File: config.mk
export PLATFORM = sky130hd
export DESIGN_NAME = mem_stage_flat
export DESIGN_NICKNAME = d
export VERILOG_FILES = /design/src/rtl/mem_pkg.sv /design/src/rtl/mem_stage_if.sv /design/src/rtl/mem_stage_lsu_align.sv /design/src/rtl/mem_stage.sv /design/src/flat_wrapper.sv
export SDC_FILE = /design/constraint.sdc
export NUM_CORES = 1
export LEC_CHECK = 0
export CORE_AREA = 2 2 123 125
export DETAILED_ROUTE_END_ITERATION = 7
export DIE_AREA = 0 0 125 127
export PLACE_DENSITY = 0.76
export SLEW_MARGIN = 20
export SYNTH_ARGS = -nofsm -noshare
export SYNTH_HDL_FRONTEND = slang
export SYNTH_SLANG_ARGS = --single-unit
File: constraint.sdc
create_clock -name clk -period 2.11 [get_ports clk]
set_clock_uncertainty 0.2 [all_clocks]
set_input_delay 0.3165 -clock clk [delete_from_list [all_inputs] [get_ports clk]]
set_output_delay 0.3165 -clock clk [all_outputs]
set_load 0.02 [all_outputs]
File: src/rtl/mem_pkg.sv
// Shared definitions for the MEM stage: RV32I load/store funct3 encodings and
// the MEM-stage FSM state type.
// Imported by the lsu_align datapath and by the mem_stage top.
package mem_pkg;

  localparam logic [2:0] F3_B  = 3'b000;
  localparam logic [2:0] F3_H  = 3'b001;
  localparam logic [2:0] F3_W  = 3'b010;
  localparam logic [2:0] F3_BU = 3'b100;
  localparam logic [2:0] F3_HU = 3'b101;

  typedef enum logic {
    IDLE = 1'b0,
    BUSY = 1'b1
  } state_t;

endpackage

File: src/rtl/mem_stage_if.sv
// Data-memory request/ready port between the MEM stage and data memory.
// master: stage side (drives req/we/addr/wdata/be, receives ready/rdata).
// slave : memory side (the mirror image).
interface mem_stage_if;

  logic        dmem_req;
  logic        dmem_we;
  logic [31:0] dmem_addr;
  logic [31:0] dmem_wdata;
  logic [3:0]  dmem_be;
  logic        dmem_ready;
  logic [31:0] dmem_rdata;

  modport master (
    output dmem_req, dmem_we, dmem_addr, dmem_wdata, dmem_be,
    input  dmem_ready, dmem_rdata
  );

  modport slave (
    input  dmem_req, dmem_we, dmem_addr, dmem_wdata, dmem_be,
    output dmem_ready, dmem_rdata
  );

endinterface

File: src/rtl/mem_stage_lsu_align.sv
// Purely combinational load/store alignment: store byte-lane replication and
// byte enables, access legality (funct3 and alignment), load lane extraction
// with sign/zero extension. Ports: i_addr/i_sdata/i_funct3/i_is_store in,
// o_be/o_wdata/o_illegal out; i_ld_off/i_ld_funct3/i_rdata in, o_ldata out.
module lsu_align
  import mem_pkg::*;
(
  input  logic [31:0] i_addr,
  input  logic [31:0] i_sdata,
  input  logic [2:0]  i_funct3,
  input  logic        i_is_store,
  output logic [3:0]  o_be,
  output logic [31:0] o_wdata,
  output logic        o_illegal,
  input  logic [1:0]  i_ld_off,
  input  logic [2:0]  i_ld_funct3,
  input  logic [31:0] i_rdata,
  output logic [31:0] o_ldata
);

  logic        w_bad_f3;
  logic        w_misal;
  logic [31:0] w_bsh;
  logic [31:0] w_hsh;

  always_comb begin
    o_be     = 4'b1111;
    o_wdata  = i_sdata;
    w_bad_f3 = 1'b0;
    if (i_is_store) begin
      case (i_funct3)
        F3_B: begin
          o_be    = 4'b0001 << i_addr[1:0];
          o_wdata = {4{i_sdata[7:0]}};
        end
        F3_H: begin
          o_be    = i_addr[1] ? 4'b1100 : 4'b0011;
          o_wdata = {2{i_sdata[15:0]}};
        end
        F3_W:    w_bad_f3 = 1'b0;
        default: w_bad_f3 = 1'b1;
      endcase
    end else begin
      case (i_funct3)
        F3_B, F3_H, F3_W, F3_BU, F3_HU: w_bad_f3 = 1'b0;
        default:                        w_bad_f3 = 1'b1;
      endcase
    end
    // funct3[1:0] encodes the size for every legal load/store.
    w_misal   = ((i_funct3[1:0] == 2'b01) && i_addr[0]) ||
                ((i_funct3[1:0] == 2'b10) && (i_addr[1:0] != 2'b00));
    o_illegal = w_bad_f3 | w_misal;
  end

  // Shift the addressed lane down to bit 0, then extend.
  always_comb begin
    w_bsh = i_rdata >> {i_ld_off, 3'b000};
    w_hsh = i_rdata >> {i_ld_off[1], 4'b0000};
    case (i_ld_funct3)
      F3_B:    o_ldata = {{24{w_bsh[7]}}, w_bsh[7:0]};
      F3_H:    o_ldata = {{16{w_hsh[15]}}, w_hsh[15:0]};
      F3_BU:   o_ldata = {24'd0, w_bsh[7:0]};
      F3_HU:   o_ldata = {16'd0, w_hsh[15:0]};
      default: o_ldata = i_rdata;
    endcase
  end

endmodule

File: src/rtl/mem_stage.sv
// RV32I MEM stage: takes the EX/MEM slot, runs loads/stores over a req/ready
// data port, and emits a one-cycle registered result strobe toward MEM/WB.
// Ports: clk/reset; i_* EX/MEM slot; dmem (mem_stage_if.master);
// o_stall_out upstream hold; o_wb_* writeback result; o_mem_fault pulse.
module mem_stage
  import mem_pkg::*;
#(
  parameter int MAX_WAIT = 16
) (
  input  logic         clk,
  input  logic         reset,
  input  logic         i_in_valid,
  input  logic [31:0]  i_alu_result,
  input  logic [31:0]  i_store_data,
  input  logic [4:0]   i_rd_in,
  input  logic         i_reg_wen_in,
  input  logic         i_mem_wen_in,
  input  logic         i_mem_ren_in,
  input  logic [2:0]   i_funct3,
  mem_stage_if.master  dmem,
  output logic         o_stall_out,
  output logic         o_wb_valid,
  output logic [4:0]   o_wb_rd,
  output logic [31:0]  o_wb_data,
  output logic         o_wb_reg_wen,
  output logic         o_mem_fault
);

  state_t      r_state;
  logic [7:0]  r_cnt;
  logic        r_req;
  logic        r_we;
  logic [31:0] r_addr;
  logic [31:0] r_wdata;
  logic [3:0]  r_be;
  logic [1:0]  r_off;
  logic [2:0]  r_f3;
  logic [4:0]  r_rd;
  logic        r_reg_wen;
  logic        r_stall;
  logic        r_wb_valid;
  logic [4:0]  r_wb_rd;
  logic [31:0] r_wb_data;
  logic        r_wb_reg_wen;
  logic        r_fault;

  logic        w_mem_op;
  logic        w_illegal;
  logic [3:0]  w_be;
  logic [31:0] w_wdata;
  logic [31:0] w_ldata;

  assign w_mem_op = i_mem_wen_in | i_mem_ren_in;

  lsu_align u_align (
    .i_addr      (i_alu_result),
    .i_sdata     (i_store_data),
    .i_funct3    (i_funct3),
    .i_is_store  (i_mem_wen_in),
    .o_be        (w_be),
    .o_wdata     (w_wdata),
    .o_illegal   (w_illegal),
    .i_ld_off    (r_off),
    .i_ld_funct3 (r_f3),
    .i_rdata     (dmem.dmem_rdata),
    .o_ldata     (w_ldata)
  );

  always_ff @(posedge clk) begin
    if (reset) begin
      r_state      <= IDLE;
      r_cnt        <= 8'd0;
      r_req        <= 1'b0;
      r_we         <= 1'b0;
      r_addr       <= 32'd0;
      r_wdata      <= 32'd0;
      r_be         <= 4'd0;
      r_off        <= 2'd0;
      r_f3         <= 3'd0;
      r_rd         <= 5'd0;
      r_reg_wen    <= 1'b0;
      r_stall      <= 1'b0;
      r_wb_valid   <= 1'b0;
      r_wb_rd      <= 5'd0;
      r_wb_data    <= 32'd0;
      r_wb_reg_wen <= 1'b0;
      r_fault      <= 1'b0;
    end else begin
      r_wb_valid <= 1'b0;
      r_fault    <= 1'b0;
      case (r_state)
        IDLE: begin
          if (i_in_valid && !w_mem_op) begin
            r_wb_valid   <= 1'b1;
            r_wb_data    <= i_alu_result;
            r_wb_rd      <= i_rd_in;
            r_wb_reg_wen <= i_reg_wen_in;
          end else if (i_in_valid && w_illegal) begin
            r_wb_valid   <= 1'b1;
            r_wb_data    <= 32'd0;
            r_wb_rd      <= i_rd_in;
            r_wb_reg_wen <= 1'b0;
            r_fault      <= 1'b1;
          end else if (i_in_valid) begin
            r_state   <= BUSY;
            r_cnt     <= 8'd0;
            r_req     <= 1'b1;
            r_stall   <= 1'b1;
            r_we      <= i_mem_wen_in;
            r_addr    <= {i_alu_result[31:2], 2'b00};
            r_wdata   <= w_wdata;
            r_be      <= i_mem_wen_in ? w_be : 4'b1111;
            r_off     <= i_alu_result[1:0];
            r_f3      <= i_funct3;
            r_rd      <= i_rd_in;
            r_reg_wen <= i_reg_wen_in;
          end
        end
        BUSY: begin
          if (dmem.dmem_ready) begin
            r_state      <= IDLE;
            r_req        <= 1'b0;
            r_stall      <= 1'b0;
            r_wb_valid   <= 1'b1;
            r_wb_rd      <= r_rd;
            r_wb_reg_wen <= r_we ? 1'b0 : r_reg_wen;
            r_wb_data    <= r_we ? 32'd0 : w_ldata;
          end else if (r_cnt == 8'(MAX_WAIT - 1)) begin
            // Memory never answered: abandon the access and flag it.
            r_state      <= IDLE;
            r_req        <= 1'b0;
            r_stall      <= 1'b0;
            r_wb_valid   <= 1'b1;
            r_wb_rd      <= r_rd;
            r_wb_reg_wen <= 1'b0;
            r_wb_data    <= 32'd0;
            r_fault      <= 1'b1;
          end else begin
            r_cnt <= r_cnt + 8'd1;
          end
        end
        default: r_state <= IDLE;
      endcase
    end
  end

  assign dmem.dmem_req   = r_req;
  assign dmem.dmem_we    = r_we;
  assign dmem.dmem_addr  = r_addr;
  assign dmem.dmem_wdata = r_wdata;
  assign dmem.dmem_be    = r_be;
  assign o_stall_out     = r_stall;
  assign o_wb_valid      = r_wb_valid;
  assign o_wb_rd         = r_wb_rd;
  assign o_wb_data       = r_wb_data;
  assign o_wb_reg_wen    = r_wb_reg_wen;
  assign o_mem_fault     = r_fault;

endmodule

File: src/flat_wrapper.sv
// flat-port wrapper written by rule: the top's interface ports become plain ports
module mem_stage_flat import mem_pkg::*;
#(
  parameter int MAX_WAIT = 16
)
  (clk, reset, i_in_valid, i_alu_result, i_store_data, i_rd_in, i_reg_wen_in, i_mem_wen_in, i_mem_ren_in, i_funct3, o_stall_out, o_wb_valid, o_wb_rd, o_wb_data, o_wb_reg_wen, o_mem_fault, dmem_dmem_req, dmem_dmem_we, dmem_dmem_addr, dmem_dmem_wdata, dmem_dmem_be, dmem_dmem_ready, dmem_dmem_rdata);
  mem_stage_if dmem_i ();
  input  logic clk;
  input  logic reset;
  input  logic i_in_valid;
  input  logic [31:0] i_alu_result;
  input  logic [31:0] i_store_data;
  input  logic [4:0] i_rd_in;
  input  logic i_reg_wen_in;
  input  logic i_mem_wen_in;
  input  logic i_mem_ren_in;
  input  logic [2:0] i_funct3;
  output logic o_stall_out;
  output logic o_wb_valid;
  output logic [4:0] o_wb_rd;
  output logic [31:0] o_wb_data;
  output logic o_wb_reg_wen;
  output logic o_mem_fault;
  output wire logic [$bits(dmem_i.dmem_req)-1:0] dmem_dmem_req;
  output wire logic [$bits(dmem_i.dmem_we)-1:0] dmem_dmem_we;
  output wire logic [$bits(dmem_i.dmem_addr)-1:0] dmem_dmem_addr;
  output wire logic [$bits(dmem_i.dmem_wdata)-1:0] dmem_dmem_wdata;
  output wire logic [$bits(dmem_i.dmem_be)-1:0] dmem_dmem_be;
  input wire logic [$bits(dmem_i.dmem_ready)-1:0] dmem_dmem_ready;
  input wire logic [$bits(dmem_i.dmem_rdata)-1:0] dmem_dmem_rdata;
  assign dmem_dmem_req = dmem_i.dmem_req;
  assign dmem_dmem_we = dmem_i.dmem_we;
  assign dmem_dmem_addr = dmem_i.dmem_addr;
  assign dmem_dmem_wdata = dmem_i.dmem_wdata;
  assign dmem_dmem_be = dmem_i.dmem_be;
  assign dmem_i.dmem_ready = dmem_dmem_ready;
  assign dmem_i.dmem_rdata = dmem_dmem_rdata;
  mem_stage #(.MAX_WAIT(MAX_WAIT)) u_core (.clk(clk), .reset(reset), .i_in_valid(i_in_valid), .i_alu_result(i_alu_result), .i_store_data(i_store_data), .i_rd_in(i_rd_in), .i_reg_wen_in(i_reg_wen_in), .i_mem_wen_in(i_mem_wen_in), .i_mem_ren_in(i_mem_ren_in), .i_funct3(i_funct3), .dmem(dmem_i), .o_stall_out(o_stall_out), .o_wb_valid(o_wb_valid), .o_wb_rd(o_wb_rd), .o_wb_data(o_wb_data), .o_wb_reg_wen(o_wb_reg_wen), .o_mem_fault(o_mem_fault));
endmodule
==> metrics.yaml, run 1 <==
place:
  dp_cells: 1111
  gp_congestion: 0.909
  place_ws_ns: -0.528
  portBuffers: 219
  placed_cell_area_um2: 8520
  dp_hpwl_um: 14100
sta:
  setup_slack_ns: -0.00339
  whs_ns: 0.164
  rsz0062_at_grt: "yes"
  slew_violations: 0
  finalHoldViolations: 0
  setup_tns_ns: -0.00629
  relSlewSlack_pct: 59.4
  min_period_over_period_pct: 100
  tightest_slew_ns: 0.608
  max_freq_ghz: 0.473
  period_needed_ns: 2.11
  setup_viol: 3
critical_path:
  rr_endpoint: "u_core.o_wb_data[13]$_SDFFE_PP0P_"
  worstSetupEndpointType: "flip-flop"
  cp_num_buf_inv: 1
  path_depth: 6
  rr_startpoint: "u_core.r_cnt[5]$_SDFFE_PP0P_"
  cpPeakStageDelay_ns: 0.55
  rrSetupSlack_ns: -0.003
  cp.required_ns: 2.22
  worst_setup_path_start_kind: "flip-flop"
  crit_chain: "or4_4 -> o21ai_4 -> o211a_4 -> nor2_4 -> buf_12 -> a221o_1"
  crit_arrival_ns: 2.22
  cp-startpoint: "u_core.r_cnt[5]$_SDFFE_PP0P_"
  critPathKind: "reg2reg"
  crit_path_max_fanout: 14
  cpMaxStageDelayCell: "or4_4"
  worstRegToRegCells: 6
  critPathCapture: "u_core.o_wb_data[13]$_SDFFE_PP0P_"
  path_delay_family: "compound AO/OA/AOI/OAI gates"
clock_network:
  cts_buffers: 17
  clkTransAtPathRegs_ns: 0.06
  worstSkewPairLatency_ns: 0.42
  clock-root-buffer: "clkbuf_16"
  cts_tree: "built"
  clock-sinks: 128
  htree_levels: 4
  hold_buffers: 0
  cts_max_path_buffers: 2
power:
  p_switching_mw: 1.82
  leakagePower_nw: 3.43
  p_comb_share_pct: 16.6
  power_density_nw_per_um2: 775
  internal_power_mw: 5.51
  ir_drop_uv: 594
  p_clk_share_pct: 48.0
  seqPwrFrac_pct: 35.4
  switching_share_pct: 24.8
cells_and_area:
  nets: 1070
  finalInstanceArea_um2: 9450
  n_antenna_cell: 0
  syn_to_final_growth_pct: 65.0
  drive_gt1_share_pct: 13.8
  final_cells: 1155
drt:
  vias: 6285
  wl_per_cell_um: 18.0
  drtPass1Iterations: 5
  drt-initial-drc-count: 512
  ant_nets: 0
  wl_um: 20700
  viasPerCell: 5.44
  drc_errors: 0
logic_synthesis:
  ys_seq_area_share_pct: 44.7
  yosysWarnings: 0
  synth_most_common_cell: "nand2_1"
  synth_edf_count: 0
  async_flop_share_pct: 0
  syn_avg_cell_area_um2: 8.11
  ys_seq_elements: 128
  synth.area.top_cells: "dfxtp_1 (45%), nand2_1 (11%), a21oi_1 (7.1%)"
  synth_ff_type: "dfxtp_1"
  synth_top_area_share_pct: 44.7
  syn-cell-area_um2: 5730
  syn_inst: 706
  synthTopCellsByCount: "nand2_1 (173), dfxtp_1 (128), a21oi_1 (81)"
  yosys.cell_types.count: 49
  synth_top_cell_by_area: "dfxtp_1"
die:
  chipHeight_um: 127
  fp.coreArea_um2: 14400
  start_util_pct: 39.7
  num_rows: 44
  die_area_um2: 15900
  ioPinCount: 222
  die_w_um: 125
run_status:
  violations: "negative setup slack"
  status: "finished with violations"
flow_run:
  maxCapViolCount: 0
global_routing:
  antenna_found_initial: 1
  grt_max_degree: 120
  grt_pass1_wl_um: 31300
  grt_overflow_total: 0
  gr-usage-all-layers_pct: 24.8
  grt_pass1_vias: 5898
min_path:
  min_path_type: "in2reg"
## kinds of logic after synthesis
logic type,after synthesis,synth area share [%]
and+or+nand+nor,276,20.6
AOI/OAI and AO/OA,198,24.2
DFF,128,44.7
buffers and inverters,75,5.59
muxes,21,3.67
xor gates and xnor gates,6,0.918
adders and majority gates,1,0.218
other,1,0.0655
## metrics by stage
step / total power, mW / utilization, %
finish: 7.32 / 65.5
global placement: 3.78 / 59.1
global route: 7.56 / 65.5
CTS: 7.31 / 64.3
detailed placement: 3.80 / 59.1
floorplan: 3.14 / -
## area by class of cell
class,count,area [um^2]
Multi-Input combinational cell,504,2930
Timing Repair Buffer,296,2990
Inverter,11,41.3
Clock inverter,13,258
Fill cell,1195,4970
Sequential cell,128,2560
Tap cell,184,230
Clock buffer,19,443
## how the worst min path moves through the flow
| stage | start | end | slack (ns) | cells after the start |
|---|---|---|---|---|
| after floorplan | u_core.r_reg_wen$_SDFFE_PP0P_ | u_core.r_reg_wen$_SDFFE_PP0P_ | 0.24 | 2 |
| after global placement | u_core.dmem.dmem_wdata[12]$_SDFFE_PP0P_ | u_core.dmem.dmem_wdata[12]$_SDFFE_PP0P_ | 0.24 | 2 |
| after detailed placement | u_core.dmem.dmem_wdata[12]$_SDFFE_PP0P_ | u_core.dmem.dmem_wdata[12]$_SDFFE_PP0P_ | 0.24 | 2 |
| after CTS | u_core.dmem.dmem_wdata[12]$_SDFFE_PP0P_ | u_core.dmem.dmem_wdata[12]$_SDFFE_PP0P_ | 0.25 | 2 |
| after global routing | i_funct3[2] | u_core.r_f3[2]$_SDFFE_PP0P_ | 0.18 | 4 |
| final | i_funct3[2] | u_core.r_f3[2]$_SDFFE_PP0P_ | 0.16 | 4 |
## layer usage
| layer | routed length, um | GRT usage (%) | share of wire [%] |
|---|---|---|---|
| met1 | 8580 | 29.7 | 41 |
| met2 | 9940 | 41.7 | 48 |
| met3 | 1690 | 7.71 | 8.2 |
| met4 | 527 | 10.1 | 2.5 |
| met5 | 0 | 0 | 0 |
## worst min-delay path: cells and delay by family
kind	cells	cell delay [ns]
buf+inv	2	0.31
simple gates	1	0.06
compound gates	1	0.05
## power groups by stage
| stage | sequential [mW] | clock (mW) | combinational (mW) |
|---|---|---|---|
| after floorplan | 2.75 | 0 | 0.396 |
| after global placement | 2.64 | 0 | 1.15 |
| after detailed placement | 2.64 | 0 | 1.16 |
| after CTS | 2.59 | 3.55 | 1.17 |
| after global routing | 2.60 | 3.67 | 1.29 |
| final | 2.59 | 3.51 | 1.22 |
## cell usage in the layout, fill, tap and decap left out, types with 3 or more instances in the layout
master | Yosys | routed
o211ai_1 | 18 | 18
buf_4 | 3 | 59
xor2_1 | 4 | 4
nand2b_1 | 21 | 20
o21ai_0 | 8 | 8
a32oi_1 | 16 | 16
nand2_1 | 173 | 173
nor2b_1 | 3 | 3
a211oi_1 | 6 | 5
a221o_1 | 11 | 11
nor3_1 | 20 | 18
a311oi_2 | 0 | 4
inv_1 | 11 | 11
bufinv_16 | 0 | 7
mux2i_1 | 21 | 21
a21oi_1 | 81 | 79
o2bb2ai_1 | 16 | 16
a221oi_1 | 7 | 7
or2_2 | 4 | 4
clkdlybuf4s50_1 | 0 | 214
dfxtp_1 | 128 | 128
buf_12 | 0 | 13
nor2_1 | 39 | 36
o221ai_1 | 4 | 4
clkinvlp_4 | 0 | 4
a311oi_1 | 9 | 5
clkbuf_16 | 0 | 19
a2111oi_0 | 7 | 7
dlymetal6s2s_1 | 0 | 3
buf_6 | 1 | 3
a31oi_1 | 5 | 5
## registers in the layout (all words and copies together) (netlist names), 2 cells and up
| register | cells |
|---|---|
| u_core.dmem.dmem_wdata | 32 |
| u_core.o_wb_data | 32 |
| u_core.dmem.dmem_addr | 30 |
| u_core.r_cnt | 8 |
| u_core.o_wb_rd | 5 |
| u_core.r_rd | 5 |
| u_core.dmem.dmem_be | 4 |
| u_core.r_f3 | 3 |
| u_core.r_off | 2 |
## what timing repair did
item	4_1_cts	5_1_grt
setup buffers	5	4
endpoints found under the hold margin	0	0
endpoints found under the setup margin	33	101
gates resized for setup	5	17
gates cloned	0	3
pin swaps	7	6
Note: power is estimated with default switching activity, not from simulation.
==> run 2, diff against run 1 <==
--- a/config.mk
+++ b/config.mk
@@ -5,10 +5,11 @@
 export SDC_FILE = /design/constraint.sdc
 export NUM_CORES = 1
 export LEC_CHECK = 0
-export CORE_AREA = 2 2 123 125
+export CAP_MARGIN = 20
+export CORE_AREA = 2 2 116 118
 export DETAILED_ROUTE_END_ITERATION = 7
-export DIE_AREA = 0 0 125 127
-export PLACE_DENSITY = 0.76
+export DIE_AREA = 0 0 118 120
+export DONT_BUFFER_PORTS = 1
 export SLEW_MARGIN = 20
 export SYNTH_ARGS = -nofsm -noshare
 export SYNTH_HDL_FRONTEND = slang
==> metrics.yaml, run 2 (same netlist as run 1, synthesis figures left out) <==
power:
  ir_drop_uv: 490
  power_density_nw_per_um2: 905
  leakagePower_nw: 2.34
drt:
  drc_errors: 0
  wl_met2_um: 9190
  drt-initial-drc-count: 369
  ant_nets: 0
  viasPerCell: 5.94
  drtPass1Iterations: 5
  vias: 5344
  wl_per_cell_um: 20.3
  wl_um: 18300
  met1_length_um: 6760
  top_layer: "met4"
  met3WireLength_um: 1750
place:
  gp_congestion: 0.872
  dp_hpwl_um: 13000
  portBuffers: 0
sta:
  period_needed_ns: 2.10
  max_freq_ghz: 0.477
  finalHoldViolations: 115
  min_period_over_period_pct: 99.3
  slew_violations: 0
  whs_ns: -0.223
  tightest_slew_ns: 0.534
  setup_viol: 0
  rsz0062_at_grt: "yes"
  relSlewSlack_pct: 63.5
  setup_tns_ns: 0
global_routing:
  grt_overflow_total: 0
  grt_max_degree: 121
  antenna_found_initial: 0
  grt_pass1_wl_um: 28100
  gr-usage-all-layers_pct: 25.5
  grt_pass1_vias: 5293
die:
  start_util_pct: 44.1
  fp.coreArea_um2: 13000
  ioPinCount: 222
  num_rows: 42
  chipHeight_um: 120
  die_w_um: 118
  die_area_um2: 14200
critical_path:
  crit_path_max_fanout: 9
  worstRegToRegCells: 5
  rr_endpoint: "u_core.o_wb_data[11]$_SDFFE_PP0P_"
  worst_setup_path_start_kind: "flip-flop"
  crit_arrival_ns: 2.19
  cp.required_ns: 2.20
  worstSetupEndpointType: "flip-flop"
  rr_startpoint: "u_core.r_cnt[4]$_SDFFE_PP0P_"
  critPathKind: "reg2reg"
  rrSetupSlack_ns: 0.01
clock_network:
  hold_buffers: 13
  cts_buffers: 17
  clkTransAtPathRegs_ns: 0.05
  cts_max_path_buffers: 2
  clock-sinks: 128
  clock-root-buffer: "clkbuf_16"
  htree_levels: 4
  cts_tree: "built"
  worstSkewPairLatency_ns: 0.41
cells_and_area:
  syn_to_final_growth_pct: 17.6
  n_antenna_cell: 0
  mostFrequentLayoutCells: "nand2_1 (173), dfxtp_1 (126), a21oi_1 (81)"
  nets: 823
  layout_commonest_cell: "nand2_1"
  drive_gt1_share_pct: 10.6
min_path:
  hp-start: "reset"
  min_path_type: "in2reg"
  whs_endpoint: "u_core.dmem.dmem_addr[4]$_SDFFE_PP0P_"
  min_path_cells: 1
flow_run:
  maxCapViolCount: 0
run_status:
  violations: "negative hold slack"
  status: "finished with violations"
## run 2: changes by cell type in the layout (fill, tap and decap cells not counted), sizes merged
cell,change
clkdlybuf4s50,-214
bufinv,-5
dlymetal6s2s,-3
dlygate4sd3,+13
nor2,+1
inv,-1
clkbuf,+5
clkinv,+3
buf,-41
dlygate4sd2,-1
clkinvlp,-4
## run 2: worst max path at each step
stage                                       from  slack [ns]  cells after the start                                 to
floorplan           u_core.r_cnt[4]$_SDFFE_PP0P_        0.05                      6  u_core.o_wb_data[11]$_SDFFE_PP0P_
global placement                 i_alu_result[1]       -0.06                      6  u_core.o_wb_data[22]$_SDFFE_PP0P_
detailed placement               i_alu_result[1]        -0.1                      6  u_core.o_wb_data[23]$_SDFFE_PP0P_
CTS                 u_core.r_cnt[7]$_SDFFE_PP0P_        0.02                      5      u_core.o_mem_fault$_SDFF_PP0_
global route        u_core.r_cnt[4]$_SDFFE_PP0P_       -0.06                      5      u_core.o_mem_fault$_SDFF_PP0_
finish              u_core.r_cnt[4]$_SDFFE_PP0P_        0.01                      5  u_core.o_wb_data[11]$_SDFFE_PP0P_
## run 2: cell type report
class | instances | area, um^2
Timing Repair Buffer | 48 | 459
Fill cell | 1232 | 6250
Clock inverter | 6 | 80.1
Multi-Input combinational cell | 505 | 2880
Sequential cell | 128 | 2560
Clock buffer | 26 | 489
Inverter | 11 | 41.3
Tap cell | 176 | 220
## run 2: repair_timing
item	4_1_cts	5_1_grt
resized for setup	0	7
buffers inserted	0	2
setup endpoints to repair	0	23
hold endpoints to repair	128	115
## run 2: layer usage
metal  track usage, %  vias to the layer above
li1                 -                     2508
met1             26.7                     2554
met2             44.7                      245
met3             10.5                       37
met4             11.6                        0
met5                0                        -
## run 2: worst max-delay path, stage by stage, from the launching register on
cell     delay, ns
dfxtp_2       0.32
or4_4         0.56
o21ai_4       0.20
o211a_4       0.25
nor2_4        0.10
a221o_1       0.35
## run 2: power by group
group / leakage (nW) / total (mW) / switching, mW / internal [mW]
Clock: 0.282 / 2.85 / 1.03 / 1.83
Combinational: 1.02 / 0.511 / 0.293 / 0.218
Sequential: 1.04 / 2.73 / 0.203 / 2.53
## run 2: metrics by stage
stage               instance area [um^2]  setup slack [ns]  total power, mW  util (%)  std cells
floorplan                           5730            0.0476             3.14         -        707
finish                              6730            0.0144             6.09      51.9        900
global route                        6730           -0.0568             6.32      51.9        900
global placement                    5990           -0.0554             3.24      46.1        852
detailed placement                  5990           -0.0954             3.26      46.1        852
CTS                                 6690            0.0247             6.13      51.5        897
